--- src/rtl/tile_scan_pkg.sv ---
// tile_scan_pkg
// Shared types and helpers for the tile output scan multiplexer.
//   state_t     : scan sequencer states (IDLE, SETTLE, CAPTURE)
//   MODE_MANUAL : mode_i value selecting the registered manual select
//   MODE_AUTO   : mode_i value selecting the round-robin scan
//   ch_lsb()    : LSB position of channel ch inside the packed channel bus
package tile_scan_pkg;

    typedef enum logic [1:0] {
        IDLE    = 2'd0,
        SETTLE  = 2'd1,
        CAPTURE = 2'd2
    } state_t;

    localparam logic MODE_MANUAL = 1'b0;
    localparam logic MODE_AUTO   = 1'b1;

    // Channel c occupies bits [c*data_w +: data_w] of the packed bus.
    function automatic int unsigned ch_lsb(input int unsigned ch, input int unsigned data_w);
        return ch * data_w;
    endfunction

endpackage

--- src/rtl/tile_scan_sync.sv ---
// tile_scan_sync
// Two-flop synchroniser of arbitrary width, reset to zero. Used to bring tile
// outputs produced in other clock domains (e.g. the TDC) into clk.
// Ports:
//   clk    : destination clock
//   rst_n  : asynchronous active-low reset
//   din    : asynchronous input bus, WIDTH bits
//   dout   : synchronised output bus, WIDTH bits (2 cycles of latency)
module tile_scan_sync #(
    parameter int WIDTH = 8
) (
    input  logic             clk,
    input  logic             rst_n,
    input  logic [WIDTH-1:0] din,
    output logic [WIDTH-1:0] dout
);

    logic [WIDTH-1:0] meta_r;
    logic [WIDTH-1:0] sync_r;

    // Two-stage synchroniser flops.
    always_ff @(posedge clk or negedge rst_n) begin
        if (!rst_n) begin
            meta_r <= {WIDTH{1'b0}};
            sync_r <= {WIDTH{1'b0}};
        end else begin
            meta_r <= din;
            sync_r <= meta_r;
        end
    end

    assign dout = sync_r;

endmodule

--- src/rtl/tile_scan_mux.sv ---
// tile_scan_mux
// N-channel output selector and scan sequencer between the sensor/TDC/RO
// tiles and uo_out.
//   Manual (mode_i=0): data_o/ch_o register the channel chosen by sel_i.
//   Auto   (mode_i=1): round-robin over all channels; each channel settles for
//                      dwell_i+1 cycles, then is captured with a valid_o pulse.
// Optional build macro: TILE_SCAN_SYNC_EN inserts a 2-flop synchroniser on
// every bit of ch_data_i ahead of the muxes (manual latency becomes 3).
// Ports:
//   clk, rst_n    : clock, asynchronous active-low reset
//   ch_data_i     : NUM_CH*DATA_W packed channel data
//   mode_i        : 0 manual, 1 auto scan
//   sel_i         : manual channel select (out-of-range selects give 0)
//   dwell_i       : settle cycles minus one, latched at SETTLE entry
//   hold_i        : freezes the settle counter
//   data_o, ch_o  : registered data and its channel index
//   valid_o       : one-cycle pulse per auto capture
//   scan_done_o   : one-cycle pulse with valid_o for channel NUM_CH-1
module tile_scan_mux
    import tile_scan_pkg::*;
#(
    parameter int NUM_CH  = 4,
    parameter int DATA_W  = 8,
    parameter int SEL_W   = $clog2(NUM_CH),
    parameter int DWELL_W = 8
) (
    input  logic                     clk,
    input  logic                     rst_n,
    input  logic [NUM_CH*DATA_W-1:0] ch_data_i,
    input  logic                     mode_i,
    input  logic [SEL_W-1:0]         sel_i,
    input  logic [DWELL_W-1:0]       dwell_i,
    input  logic                     hold_i,
    output logic [DATA_W-1:0]        data_o,
    output logic [SEL_W-1:0]         ch_o,
    output logic                     valid_o,
    output logic                     scan_done_o
);

    localparam logic [SEL_W:0]   NUM_CH_L = (SEL_W + 1)'(NUM_CH);
    localparam logic [SEL_W-1:0] LAST_CH  = SEL_W'(NUM_CH - 1);

    logic [NUM_CH*DATA_W-1:0] ch_bus_s;
    logic [DATA_W-1:0]        ch_arr_s [NUM_CH];
    logic [DATA_W-1:0]        manual_data_s;
    logic [DATA_W-1:0]        auto_data_s;

    state_t               state_r,     state_nx_s;
    logic [DWELL_W-1:0]   cnt_r,       cnt_nx_s;
    logic [DWELL_W-1:0]   dwell_lat_r, dwell_lat_nx_s;
    logic [SEL_W-1:0]     ch_r,        ch_nx_s;
    logic [DATA_W-1:0]    data_r,      data_nx_s;
    logic [SEL_W-1:0]     ch_out_r,    ch_out_nx_s;
    logic                 valid_r,     valid_nx_s;
    logic                 done_r,      done_nx_s;

`ifdef TILE_SCAN_SYNC_EN
    tile_scan_sync #(
        .WIDTH (NUM_CH * DATA_W)
    ) u_sync (
        .clk   (clk),
        .rst_n (rst_n),
        .din   (ch_data_i),
        .dout  (ch_bus_s)
    );
`else
    assign ch_bus_s = ch_data_i;
`endif

    for (genvar c = 0; c < NUM_CH; c++) begin : g_slice
        assign ch_arr_s[c] = ch_bus_s[ch_lsb(c, DATA_W) +: DATA_W];
    end

    // Manual select; indices past the last channel read as zero.
    always_comb begin
        manual_data_s = {DATA_W{1'b0}};
        if ({1'b0, sel_i} < NUM_CH_L) begin
            manual_data_s = ch_arr_s[sel_i];
        end else begin
            manual_data_s = {DATA_W{1'b0}};
        end
    end

    // ch_r never exceeds LAST_CH, so no range guard is needed here.
    assign auto_data_s = ch_arr_s[ch_r];

    // Sequencer next-state and next-output logic.
    always_comb begin
        state_nx_s     = state_r;
        cnt_nx_s       = cnt_r;
        dwell_lat_nx_s = dwell_lat_r;
        ch_nx_s        = ch_r;
        data_nx_s      = data_r;
        ch_out_nx_s    = ch_out_r;
        valid_nx_s     = 1'b0;
        done_nx_s      = 1'b0;
        case (state_r)
            IDLE: begin
                if (mode_i == MODE_AUTO) begin
                    // data_o/ch_o keep their last manual value until the first capture.
                    state_nx_s     = SETTLE;
                    cnt_nx_s       = {DWELL_W{1'b0}};
                    ch_nx_s        = {SEL_W{1'b0}};
                    dwell_lat_nx_s = dwell_i;
                end else begin
                    data_nx_s   = manual_data_s;
                    ch_out_nx_s = sel_i;
                end
            end
            SETTLE: begin
                if (mode_i == MODE_MANUAL) begin
                    state_nx_s = IDLE;
                    ch_nx_s    = {SEL_W{1'b0}};
                end else if (hold_i) begin
                    state_nx_s = SETTLE;
                end else if (cnt_r == dwell_lat_r) begin
                    state_nx_s = CAPTURE;
                end else begin
                    cnt_nx_s = cnt_r + DWELL_W'(1);
                end
            end
            CAPTURE: begin
                if (mode_i == MODE_MANUAL) begin
                    state_nx_s = IDLE;
                    ch_nx_s    = {SEL_W{1'b0}};
                end else begin
                    state_nx_s     = SETTLE;
                    data_nx_s      = auto_data_s;
                    ch_out_nx_s    = ch_r;
                    valid_nx_s     = 1'b1;
                    done_nx_s      = (ch_r == LAST_CH);
                    ch_nx_s        = (ch_r == LAST_CH) ? {SEL_W{1'b0}} : ch_r + SEL_W'(1);
                    cnt_nx_s       = {DWELL_W{1'b0}};
                    dwell_lat_nx_s = dwell_i;
                end
            end
            default: begin
                state_nx_s = IDLE;
                cnt_nx_s   = {DWELL_W{1'b0}};
                ch_nx_s    = {SEL_W{1'b0}};
            end
        endcase
    end

    // State and output registers.
    always_ff @(posedge clk or negedge rst_n) begin
        if (!rst_n) begin
            state_r     <= IDLE;
            cnt_r       <= {DWELL_W{1'b0}};
            dwell_lat_r <= {DWELL_W{1'b0}};
            ch_r        <= {SEL_W{1'b0}};
            data_r      <= {DATA_W{1'b0}};
            ch_out_r    <= {SEL_W{1'b0}};
            valid_r     <= 1'b0;
            done_r      <= 1'b0;
        end else begin
            state_r     <= state_nx_s;
            cnt_r       <= cnt_nx_s;
            dwell_lat_r <= dwell_lat_nx_s;
            ch_r        <= ch_nx_s;
            data_r      <= data_nx_s;
            ch_out_r    <= ch_out_nx_s;
            valid_r     <= valid_nx_s;
            done_r      <= done_nx_s;
        end
    end

    assign data_o      = data_r;
    assign ch_o        = ch_out_r;
    assign valid_o     = valid_r;
    assign scan_done_o = done_r;

endmodule

--- config.mk ---
export PLATFORM = sky130hd
export DESIGN_NAME = tile_scan_mux
export DESIGN_NICKNAME = d
export VERILOG_FILES = /design/src/rtl/tile_scan_pkg.sv /design/src/rtl/tile_scan_sync.sv /design/src/rtl/tile_scan_mux.sv
export SDC_FILE = /design/constraint.sdc
export NUM_CORES = 1
export LEC_CHECK = 0
export CORE_ASPECT_RATIO = 1.2
export CORE_MARGIN = 2
export CORE_UTILIZATION = 28
export DETAILED_ROUTE_END_ITERATION = 8
export HOLD_SLACK_MARGIN = 0.08
export PLACE_DENSITY_LB_ADDON = 0.25
export SLEW_MARGIN = 5
export SYNTH_ARGS = -nofsm -noshare
export SYNTH_HDL_FRONTEND = slang
export SYNTH_SLANG_ARGS = --single-unit
--- constraint.sdc ---
create_clock -name clk -period 2.45 [get_ports clk]
set_input_delay 0.735 -clock clk [delete_from_list [all_inputs] [get_ports clk]]
set_output_delay 0.735 -clock clk [all_outputs]
set_load 0.05 [all_outputs]
### After elaboration in Yosys (flattened, before gate mapping)

Index checks and enable logic that the tools add are counted.

* register bits after elaboration: 32
* bits of input ports: 46
* output and inout port bits: 12
* logic and storage cells: 67

* add/sub/neg operators: 2
* magnitude comparators: 2
* equal/unequal tests: 13
* mux-type cells: 32
* bitwise gates (word level): 2
* reductions and logical operators: 8

Operators with widths (number)
* $mux 8: 10
* $bmux 8 s2: 2
* $pmux 8 s2: 2
* $mux 2: 10
* $ne 2x2->1 const B: 7
* $pmux 2 s3: 2
* $add 8x1->8 const B: 1
* $eq 8x8->1: 1
* $ge 3x3->1 const B: 2
* $not 2->3: 2
* $reduce_and 2->1: 3
* $mux 1: 5
* $eq 2x2->1 const B: 2
* $ne 4x4->1 const B: 1
* $pmux 2 s2: 1
* $reduce_and 4->1: 1
* $reduce_and 3->1: 1
* $add 2x1->2 const B: 1
* $eq 2x1->1 const B: 1
* $logic_not 2->1: 1
* $ne 2x1->1 const B: 1
* $reduce_bool 2->1: 1
* $reduce_or 2->1: 1

### Longest topological paths before layout

Gate-level depths: netlist of run 1.

* depth in word-level cells: 6
* mapped depth: 6
* gate-level depth less buffers: 5

### Worst setup path after synthesis of run 1

No wires, ideal clock.

* kind: input port to flip-flop
* start point: input mode_i
* end point: register cnt_r[2]
* setup time: 0.127 ns
* arrival time: 1.668 ns
* required time: 2.323 ns
* setup slack: 0.655 ns
* cell stages on the path: 5
* path buffers: 1
* cells stage by stage: buf_2 -> nor2b_1 -> o21a_1 -> a211oi_4 -> a221o_2

* word-level cells in the longest chain between the ends: 2
* elaborated cells on any way between the ends: 3
* those cells by class: 2 x eq/ne; 1 x reduce/logical

Ends and longest elaborated chain
* from (decl): line tile_scan_mux.sv:30 `input logic mode_i,`
* $ne 2x2->1 (no source line) or $ne 2x1->1 (tied branches)
* $reduce_and 4->1 (no source line) *
* to (signal assigned): line tile_scan_mux.sv:149 `cnt_r <= {DWELL_W{1'b0}};`
* to (signal assigned): line tile_scan_mux.sv:158 `cnt_r <= cnt_nx_s;`
* to (decl): line tile_scan_mux.sv:49 `logic [DWELL_W-1:0] cnt_r, cnt_nx_s;`

Mark *: on every way between the ends. The rest lies on a longest branch, timed or not.
A chain may end at the register's enable or synchronous reset.

### Final worst setup path of run 1

* start point: register data_r[3], in the netlist data_o[3]
* end point: output data_o[3]

RTL lines
* from (decl): line tile_scan_mux.sv:52 `logic [DATA_W-1:0] data_r, data_nx_s;`
* from (signal assigned): line tile_scan_mux.sv:152 `data_r <= {DATA_W{1'b0}};`
* from (signal assigned): line tile_scan_mux.sv:161 `data_r <= data_nx_s;`
* to (decl): line tile_scan_mux.sv:34 `output logic [DATA_W-1:0] data_o,`

No word-level cell between the ends.

==> results_dict.tcl, run 1 <==
set metrics [dict create \
    synth_top_family_by_area "multiplexers" \
    ir_drop_mv 0.357 \
    hp-class "reg2reg" \
    tns_ns 0 \
    cpPeakStageDelay_ns 0.81 \
    core_area_um2 6850 \
    synthCells 182 \
    synthMuxAreaShare_pct 22.8 \
    instances_no_fill 329 \
    critPathCaptureType "primary output" \
    cts_setup_buffers 0 \
    synth_edf_count 0 \
    layout-drive-gt1-share_pct 19.4 \
    antenna_found_initial 0 \
    fin_nets 290 \
    fin_skew_ns 0.00602 \
    gp_congestion 0.744 \
    path_max_fanout 2 \
    syn_avg_cell_area_um2 10.9 \
    place_inst 322 \
    arrival_ns 1.45 \
    synthToLayoutAreaGrowth_pct 39.0 \
    hp-start "dwell_lat_r[6]" \
    rr_startpoint "ch_r[0]" \
    fin_area_um2 2750 \
    status "finished, final reports clean" \
    cp_num_buf_inv 1 \
    pwr-share-comb_pct 31.6 \
    synthTopCellsByArea "dfrtp_1 40%, mux4_2 14%, mux2_2 5.1%" \
    synth_top_area_share_pct 40.4 \
    period_share_pct 89.4 \
    maxCapViolations 0 \
    slew_viol_final 0 \
    vias_per_cell 4.95 \
    routedWlPerCell_um 14.7 \
    relSlewSlack_pct 50.6 \
    post-dp-hpwl_um 3650 \
    placed_area_um2 2680 \
    p_seq_share_pct 43.2 \
    dr_total_vias 1629 \
    cts_buffer_depth 2 \
    critPathTopFamily "buffers and inverters" \
    fp.dieW_um 80.8 \
    start_kind "flop" \
    grt_pass1_wl_um 7710 \
    switching_share_pct 31.6 \
    cts_tree "built" \
    grt_util_met3_pct 3.56 \
    hold_violations 0 \
    grt_usage_pct 13.1 \
    grt_pass1_vias 1641 \
    io_pins 58 \
    row_count 33 \
    cts.sinks 32 \
    drtAntennaViolNets 0 \
    crit_chain "clkdlybuf4s50_1" \
    ys.flop_type "dfrtp_1" \
    ctsHtreeMaxLevel 2 \
    yosys_warnings 0 \
    clkTransAtPathRegs_ns 0.07 \
    final_util_pct 40.2 \
    period_needed_ns 2.19 \
    required_ns 1.71 \
    yosys.area_share.xor_xnor_pct 5.30 \
    intPower_mw 1.02 \
    crit_start "data_o[3]" \
    synthDistinctLibCells 39 \
    clk_latency_ns 0.28 \
    port_buffers 57 \
    wirelength_um 4820 \
    ctsResizeCount 0 \
    grt_max_degree 33 \
    grt_util_met2_pct 23.3 \
    synth_compound_area_share_pct 11.4 \
    rsz0062_at_grt "no" \
    ys_ff_latch 32 \
    fillCellCount 709 \
    synth_top_area_cell "dfrtp_1" \
    busiest_layer "met2" \
    critPathKind "reg2out" \
    cts_buffers 5 \
    die_y_um 96.2 \
    setup_viol 0 \
    leakagePower_nw 1.11 \
    cts-hold-fix-buffers 0 \
    antenna_cells 0 \
    tightest_slew_ns 0.742 \
    async_reset_ff_share_pct 100 \
    syn_area_um2 1980 \
    synthSimpleGateAreaFrac_pct 15.7 \
    slowest_stage "clkdlybuf4s50_1" \
    drt_iter0_drc 54 \
    dr.pass1.iters 4 \
    netSwitchingPower_mw 0.472 \
    initial_utilization_pct 28.9 \
    overflow 0 \
    use_met1_pct 15.1 \
    syn-num-nets 230 \
    fp.dieArea_um2 7770 \
    synth_fa_ha_area_share_pct 1.26 \
    synth-seq-area-share_pct 40.4 \
    cts_root_buffer "clkbuf_8" \
    p_per_area_nw_per_um2 542 \
    fmax_mhz 457 \
    clkPwrFrac_pct 25.2 \
    drc_errors 0 \
]
-- power by group through the flow --
stage               Clock [mW]  Sequential (mW)  Combinational [mW]
finish                   0.376            0.646               0.472
floorplan                    0            0.755               0.176
global route             0.418            0.656               0.509
CTS                      0.392            0.648               0.479
global placement             0            0.656               0.471
detailed placement           0            0.657               0.478
-- synth_stat cells, drive strengths merged, types with 5 or more instances --
cell   instances
a31oi          9
buf            9
dfrtp         32
mux2           9
mux2i          8
mux4          12
nand2         24
nand3          6
nor2          16
o21ai          5
xnor2          8
-- layout make-up --
type                       count  area [um2]  share of cell area, %
multi-input combinational    137        1120                   40.7
inverter                       1        3.75                  0.136
clock inverter                 1        5.00                  0.182
sequential                    32         801                   29.1
tap                           87         109                   3.95
timing repair buffer          65         643                   23.4
clock buffer                   6        72.6                   2.64
-- path summary, 6_finish.rpt --
kind	endpoint	slack (ns)	depth (start not counted)
max in group asynchronous	dwell_lat_r[1]	1.28	2
setup / recovery	data_o[3]	0.26	1
hold reg to reg	dwell_lat_r[6]	0.53	1
setup reg to reg	data_o[5]	0.71	3
min in group asynchronous	data_o[2]	0.86	2
hold / removal	dwell_lat_r[6]	0.53	1
-- stage by stage --
step,total power [mW],hold WS (ns),setup slack (ns)
final,1.49,0.527,0.261
after global routing,1.58,0.547,0.0588
after detailed placement,1.13,0.518,0.0146
after CTS,1.52,0.533,0.239
after global placement,1.13,0.515,0.0594
after floorplan,0.931,0.439,0.655
-- registers in the layout, indices dropped and copies added, names as in the netlist --
signal and cells:
cnt_r 8, valid_o 1, state_r 2, scan_done_o 1, dwell_lat_r 8, ch_r 2, data_o 8, ch_o 2
-- kinds of logic (layout without fill, tap and decap cells) --
group                    count (synthesis)  count (layout)
buffers and inverters                   13              73
AO/OA/AOI/OAI                           29              29
adder cells (fa/ha/maj)                  2               2
multiplexers                            29              29
XOR/XNOR                                12              12
AND/OR/NAND/NOR                         65              65
flip-flops                              32              32
-- cell usage in the layout (no fill, tap or decap), types with 3 or more instances in the layout --
cell,n
mux2_2,9
a31oi_1,9
xnor2_1,8
mux2i_1,8
xor2_1,4
nand3_1,6
clkdlybuf4s50_1,57
mux4_2,12
nor2_1,15
nor3b_1,3
o21ai_0,5
buf_4,7
a32oi_1,4
clkbuf_8,5
a22o_2,4
nor2b_1,3
dfrtp_1,32
nand2_1,24
-- per-layer routing --
metal / up-vias / routed length [um] / part of all wire [%]
met5: - / 0 / 0
met4: 0 / 51 / 1.1
met3: 4 / 335 / 6.9
met2: 52 / 2450 / 51
met1: 792 / 1990 / 41
li1: 781 / - / -
(Power assumes the default switching activity.)
==> run 2, diff against run 1 <==
Settings changed: SYNTH_HIERARCHICAL set to 1.
==> results of run 2 <==
The final DEF is identical to that of run 1; final timing and power are the same.
Among the figures that moved: Yosys warning count 0 -> 6
